`config.mk`:
```
export PLATFORM = sky130hd
export DESIGN_NAME = rx
export DESIGN_NICKNAME = d
export VERILOG_FILES = /design/src/rtl/uart_pkg.sv /design/src/rtl/uart_sync.sv /design/src/rtl/rx.sv
export SDC_FILE = /design/constraint.sdc
export NUM_CORES = 1
export LEC_CHECK = 0
export CORE_MARGIN = 2
export CORE_UTILIZATION = 45
export DETAILED_ROUTE_END_ITERATION = 10
export GPL_ROUTABILITY_DRIVEN = 0
export SYNTH_ARGS = -nofsm -noshare
export SYNTH_HDL_FRONTEND = slang
export SYNTH_SLANG_ARGS = --single-unit
export TNS_END_PERCENT = 100
```
`constraint.sdc`:
```
create_clock -name clk -period 2.7 [get_ports clk]
set_input_delay 0.27 -clock clk [delete_from_list [all_inputs] [get_ports clk]]
set_output_delay 0.27 -clock clk [all_outputs]
set_load 0.02 [all_outputs]
```
`src/rtl/uart_pkg.sv`:
```
// Shared UART definitions: baud timing constants, receiver state encoding
// and the odd-parity helper used by both tx and rx.
package uart_pkg;

  // 100 MHz system clock, 19200 baud.
  localparam int unsigned BIT_COUNT  = 5208;
  localparam int unsigned HALF_COUNT = 2604;
  localparam int unsigned TIMER_W    = 13;

  // Receiver FSM encoding; plain constants keep the encoding visible to
  // older tools and to anyone probing the state bus directly.
  typedef logic [2:0] state_t;
  localparam state_t ST_IDLE  = 3'd0;
  localparam state_t ST_START = 3'd1;
  localparam state_t ST_BITS  = 3'd2;
  localparam state_t ST_PAR   = 3'd3;
  localparam state_t ST_STOP  = 3'd4;

  // Parity bit that makes the total count of ones in {data, parity} odd.
  function automatic logic odd_parity(input logic [7:0] data);
    return ~^data;
  endfunction

endpackage

```
`src/rtl/uart_sync.sv`:
```
// Two-flop synchronizer for an asynchronous single-bit input.
// Synchronous active-high reset forces both stages to RESET_VAL.
module uart_sync #(
  parameter logic RESET_VAL = 1'b1
) (
  input  logic clk,
  input  logic reset,
  input  logic d,
  output logic q
);

  logic meta_q;
  logic sync_q;

  // Two back-to-back stages give the first flop a full cycle to settle.
  always_ff @(posedge clk) begin
    // NOTE: sequential state uses non-blocking assignments so both stages
    // sample their inputs from the same edge; blocking here would collapse
    // the chain into a single flop.
    if (reset) begin
      meta_q <= RESET_VAL;
      sync_q <= RESET_VAL;
    end else begin
      meta_q <= d;
      sync_q <= meta_q;
    end
  end

  assign q = sync_q;

endmodule

```
`src/rtl/rx.sv`:
```
// UART receiver: 8 data bits LSB first, odd parity, 1 stop bit.
// Each bit is sampled at its centre (half-bit offset after the start edge,
// then whole-bit steps). Completed bytes are offered on Dout with a
// Receive/ReceiveAck level handshake; a new frame arriving before the ack
// overwrites Dout and sets the sticky Overrun flag.
// Build option: define RX_PARITY_CHECK_EN to report parity errors; without
// it the parity bit is still clocked through but ParityErr stays 0.
module rx #(
  parameter int unsigned BIT_COUNT  = uart_pkg::BIT_COUNT,
  parameter int unsigned HALF_COUNT = uart_pkg::HALF_COUNT
) (
  input  logic       clk,
  input  logic       Reset,
  input  logic       Sin,
  input  logic       ReceiveAck,
  output logic       Receive,
  output logic [7:0] Dout,
  output logic       ParityErr,
  output logic       FramingErr,
  output logic       Overrun
);

  import uart_pkg::*;

  localparam logic [TIMER_W-1:0] BIT_LAST  = TIMER_W'(BIT_COUNT - 1);
  localparam logic [TIMER_W-1:0] HALF_LAST = TIMER_W'(HALF_COUNT - 1);

  logic               sin_s;
  state_t             state_q,   state_d;
  logic [TIMER_W-1:0] cnt_q,     cnt_d;
  logic [2:0]         bit_q,     bit_d;
  logic [7:0]         shift_q,   shift_d;
  logic               par_q,     par_d;
  logic               receive_q, receive_d;
  logic [7:0]         dout_q,    dout_d;
  logic               perr_q,    perr_d;
  logic               ferr_q,    ferr_d;
  logic               overrun_q, overrun_d;
  logic               timer_done;
  logic               half_done;
  logic               parity_err;

  // Line idles high, so the synchronizer resets to 1 to avoid a false start.
  uart_sync #(.RESET_VAL(1'b1)) u_sync (
    .clk   (clk),
    .reset (Reset),
    .d     (Sin),
    .q     (sin_s)
  );

  assign timer_done = (cnt_q == BIT_LAST);
  assign half_done  = (cnt_q == HALF_LAST);

`ifdef RX_PARITY_CHECK_EN
  assign parity_err = (par_q != odd_parity(shift_q));
`else
  // Parity bit is consumed on the line but deliberately not judged.
  logic unused_par;
  assign unused_par = par_q;
  assign parity_err = 1'b0;
`endif

  // Next-state logic: frame FSM, baud timer, shifter and consumer handshake.
  always_comb begin
    // NOTE: every signal gets a default before the case so no path leaves
    // one unassigned, which would otherwise infer a latch.
    state_d   = state_q;
    cnt_d     = cnt_q + TIMER_W'(1);
    bit_d     = bit_q;
    shift_d   = shift_q;
    par_d     = par_q;
    receive_d = receive_q;
    dout_d    = dout_q;
    perr_d    = perr_q;
    ferr_d    = ferr_q;
    overrun_d = overrun_q;

    if (ReceiveAck) begin
      receive_d = 1'b0;
      overrun_d = 1'b0;
    end

    case (state_q)
      ST_IDLE: begin
        cnt_d = '0;
        if (!sin_s) state_d = ST_START;
      end
      ST_START: begin
        if (half_done) begin
          cnt_d = '0;
          if (!sin_s) begin
            state_d = ST_BITS;
            bit_d   = 3'd0;
          end else begin
            // Low pulse shorter than half a bit: treat as noise.
            state_d = ST_IDLE;
          end
        end
      end
      ST_BITS: begin
        if (timer_done) begin
          cnt_d          = '0;
          shift_d[bit_q] = sin_s;
          if (bit_q == 3'd7) state_d = ST_PAR;
          else               bit_d   = bit_q + 3'd1;
        end
      end
      ST_PAR: begin
        if (timer_done) begin
          cnt_d   = '0;
          par_d   = sin_s;
          state_d = ST_STOP;
        end
      end
      ST_STOP: begin
        if (timer_done) begin
          cnt_d     = '0;
          state_d   = ST_IDLE;
          // Completion overrides a same-cycle ack: the new byte is pending.
          receive_d = 1'b1;
          overrun_d = receive_q & ~ReceiveAck;
          dout_d    = shift_q;
          perr_d    = parity_err;
          ferr_d    = ~sin_s;
        end
      end
      default: begin
        cnt_d   = '0;
        state_d = ST_IDLE;
      end
    endcase
  end

  // State and output registers with synchronous reset.
  always_ff @(posedge clk) begin
    if (Reset) begin
      state_q   <= ST_IDLE;
      cnt_q     <= '0;
      bit_q     <= '0;
      shift_q   <= '0;
      par_q     <= 1'b0;
      receive_q <= 1'b0;
      dout_q    <= '0;
      perr_q    <= 1'b0;
      ferr_q    <= 1'b0;
      overrun_q <= 1'b0;
    end else begin
      state_q   <= state_d;
      cnt_q     <= cnt_d;
      bit_q     <= bit_d;
      shift_q   <= shift_d;
      par_q     <= par_d;
      receive_q <= receive_d;
      dout_q    <= dout_d;
      perr_q    <= perr_d;
      ferr_q    <= ferr_d;
      overrun_q <= overrun_d;
    end
  end

  assign Receive    = receive_q;
  assign Dout       = dout_q;
  assign ParityErr  = perr_q;
  assign FramingErr = ferr_q;
  assign Overrun    = overrun_q;

endmodule
```
==> impl_metrics.py <==
metrics = {
    "critical_path": {
        "critPathLaunchType": "flop",
        "crit_type": "reg -> reg",
        "critPathRequiredTime_ps": 2880,
        "endpoint_kind": "flop",
        "cp_max_fo": 10,
        "worstRegToRegCells": 6,
        "crit_arrival_ps": 2600,
        "regToRegSetupSlack_ps": 280,
    },
    "clocking": {
        "clk_pin_slew_ps": 70,
        "cts_tree": "yes",
        "root_buffer": "clkbuf_8",
        "cts_hold_buf": 0,
        "cts_buffer_depth": 2,
        "clock_sinks": 40,
        "cts_resized": 0,
        "htreeDepth": 2,
        "cts_setup_buffers": 0,
        "cts_buffers": 5,
        "clkLatencyLatePin_ps": 290,
    },
    "flow_run": {
        "maxCapViolations": 0,
    },
    "drt": {
        "drtPass1Iterations": 4,
        "routed_via_density": 5.61,
        "wl_per_cell_um": 14.5,
        "wirelength_um": 4010,
        "drc": 0,
        "drt_iter0_markers": 77,
        "vias": 1555,
        "antenna_left": 0,
    },
    "place": {
        "pre_cts_slack_ps": 294,
        "place_inst": 269,
        "place_hpwl_um": 2790,
        "dpl_cell_area_sq_mm": 0.00211,
        "port_buffers": 14,
    },
    "finish": {
        "final_cell_count_no_fill": 277,
        "drive_gt1_share_pct": 11.5,
        "post-route-cell-area_sq_mm": 0.00220,
        "nets": 233,
        "syn_to_final_growth_pct": 13.2,
        "fill_cells": 391,
        "n_antenna_cell": 0,
    },
    "yosys": {
        "synth_top_area_share_pct": 41.2,
        "post-synth-top-count-cell": "dfxtp_1",
        "syn_avg_cell_area_sq_um": 9.09,
        "synth_edf_count": 0,
        "netlist_instances": 214,
        "synth_common_cells": "40 x dfxtp_1, 18 x a21oi_1, 18 x nor3_1",
        "syn_nets": 221,
        "syn-cell-area_sq_mm": 0.00195,
        "yosys.area.top_type": "dfxtp_1",
        "yosys_warnings": 0,
        "synth_ff_type": "dfxtp_1",
        "synthTopCellsByArea": "dfxtp_1 41%, a21oi_1 4.6%, nor3_1 4.6%",
        "synth_cell_types": 44,
        "ys_seq_area_share_pct": 41.2,
        "async_flop_share_pct": 0,
        "ys_seq_elements": 40,
    },
    "floorplanning": {
        "ioPinCount": 16,
        "start_util_pct": 47.6,
        "num_rows": 23,
        "core_sq_mm": 0.00409,
        "chipWidth_um": 69.8,
        "die_area_sq_mm": 0.00487,
        "fp.dieH_um": 69.8,
    },
    "power_and_ir_drop": {
        "switching_share_pct": 22.1,
        "pwr-share-clk_pct": 38.5,
        "peakVddDrop_v": 0.000221,
        "seqPwrFrac_pct": 56.9,
        "powerDensity_mw_per_mm2": 479,
        "intPower_uw": 822,
        "p_switching_uw": 233,
        "p_total_mw": 1.05,
        "p_comb_share_pct": 4.7,
        "p_leak_nw": 0.702,
    },
    "global_route": {
        "grt_use_total_pct": 17.9,
        "grt_start_max_net_pins": 30,
        "grt-ovfl-total": 0,
        "grt_pass1_wl_um": 7010,
        "first_global_vias": 1469,
        "grt_antenna_before_repair": 0,
    },
    "timing": {
        "fin_ws_ps": 278,
        "setup_violations": 0,
        "period_share_pct": 89.7,
        "worst_slew_pin_slew_ps": 970,
        "period_minus_slack_ps": 2420,
        "max_clock_freq_ghz": 0.413,
        "final.setup_skew_ps": 7.62,
        "rsz0062_at_grt": "no",
        "maxSlewViolCount": 0,
        "fin_setup_tns_ps": 0,
        "finalHoldViolations": 0,
        "slew_headroom_pct": 35.2,
    },
    "worst_hold_path": {
        "holdPathStages": 1,
        "min_path_type": "reg -> reg",
    },
    "run_status": {
        "status": "complete, no violations",
    },
}
-- placed cells by master, fill, tap and decap left out, types with 3 or more instances in the layout --
master / netlist / routed
a21oi_1: 18 / 18
buf_4: 2 / 4
clkbuf_8: 0 / 6
clkdlybuf4s50_1: 0 / 14
dfxtp_1: 40 / 40
ha_1: 3 / 3
inv_1: 3 / 3
mux2i_1: 8 / 8
nand2_1: 15 / 15
nand2b_1: 9 / 9
nand3_1: 13 / 13
nand3b_1: 3 / 3
nand4_1: 5 / 5
nand4b_1: 6 / 6
nor2_1: 11 / 11
nor2b_1: 3 / 3
nor3_1: 18 / 18
nor3b_1: 3 / 3
nor4_1: 3 / 3
o21ai_0: 3 / 3
or2_2: 3 / 3
xnor2_1: 9 / 9
-- power groups by stage --
| stage | clock network (mW) | registers (mW) | logic, mW |
|---|---|---|---|
| floorplan | 0 | 0.608 | 0.0457 |
| global placement | 0 | 0.613 | 0.0481 |
| detailed placement | 0 | 0.613 | 0.0491 |
| CTS | 0.417 | 0.599 | 0.0495 |
| global route | 0.441 | 0.600 | 0.0535 |
| finish | 0.406 | 0.600 | 0.0490 |
-- cell type report --
class | instances | area, sq um | area share (%)
well taps | 50 | 62.6 | 2.84
flip-flops and latches | 40 | 801 | 36.3
inverters | 3 | 11.3 | 0.511
repair buffers | 18 | 170 | 7.72
multi-input cells | 158 | 1070 | 48.5
clock buffers | 8 | 90.1 | 4.09
-- path summary, 6_finish.rpt --
kind / endpoint / start
worst min register to register: u_sync.q / u_sync.meta_q
worst max-delay path: bit_q[0] / bit_q[0]
worst min-delay path: u_sync.q / u_sync.meta_q
worst max register to register: bit_q[0] / bit_q[0]
-- state kept, by name, indices dropped and copies added, names as in the netlist --
register and cells:
cnt_q 13, Dout 8, shift_q 8, bit_q 3
state_q 3, FramingErr 1, Overrun 1, Receive 1
u_sync.meta_q 1, u_sync.q 1
-- cells by family after synthesis --
| kind of cell | Yosys count | synth area share (%) |
|---|---|---|
| buf+inv | 16 | 3.92 |
| fa+ha+maj | 3 | 1.93 |
| mux | 9 | 4.69 |
| compound gates | 26 | 8.87 |
| flops | 40 | 41.2 |
| xor+xnor | 11 | 4.95 |
| simple gates | 108 | 34.3 |
| other cells | 1 | 0.193 |
-- routing by layer --
| layer | track usage [%] | wire length, um | up-vias |
|---|---|---|---|
| met5 | 0 | 0 | - |
| met4 | 6.41 | 57 | 0 |
| met3 | 4.94 | 171 | 5 |
| met2 | 26.1 | 1740 | 31 |
| met1 | 25.3 | 2040 | 723 |
| li1 | - | - | 796 |
-- metrics by stage --
stage,utilization (%),hold slack [ps]
after floorplan,-,347
after global placement,51.7,405
after detailed placement,51.7,416
after CTS,53.9,442
after global routing,53.9,460
final,53.9,435
-- worst max-delay path: stages (launching register included) --
cell and delay [ps]:
dfxtp_1 410, ha_1 250, ha_1 190, or4b_2 600, nor4_1 280, o22a_2 250, mux2_2 340
Power figures use the tool's default switching activity.
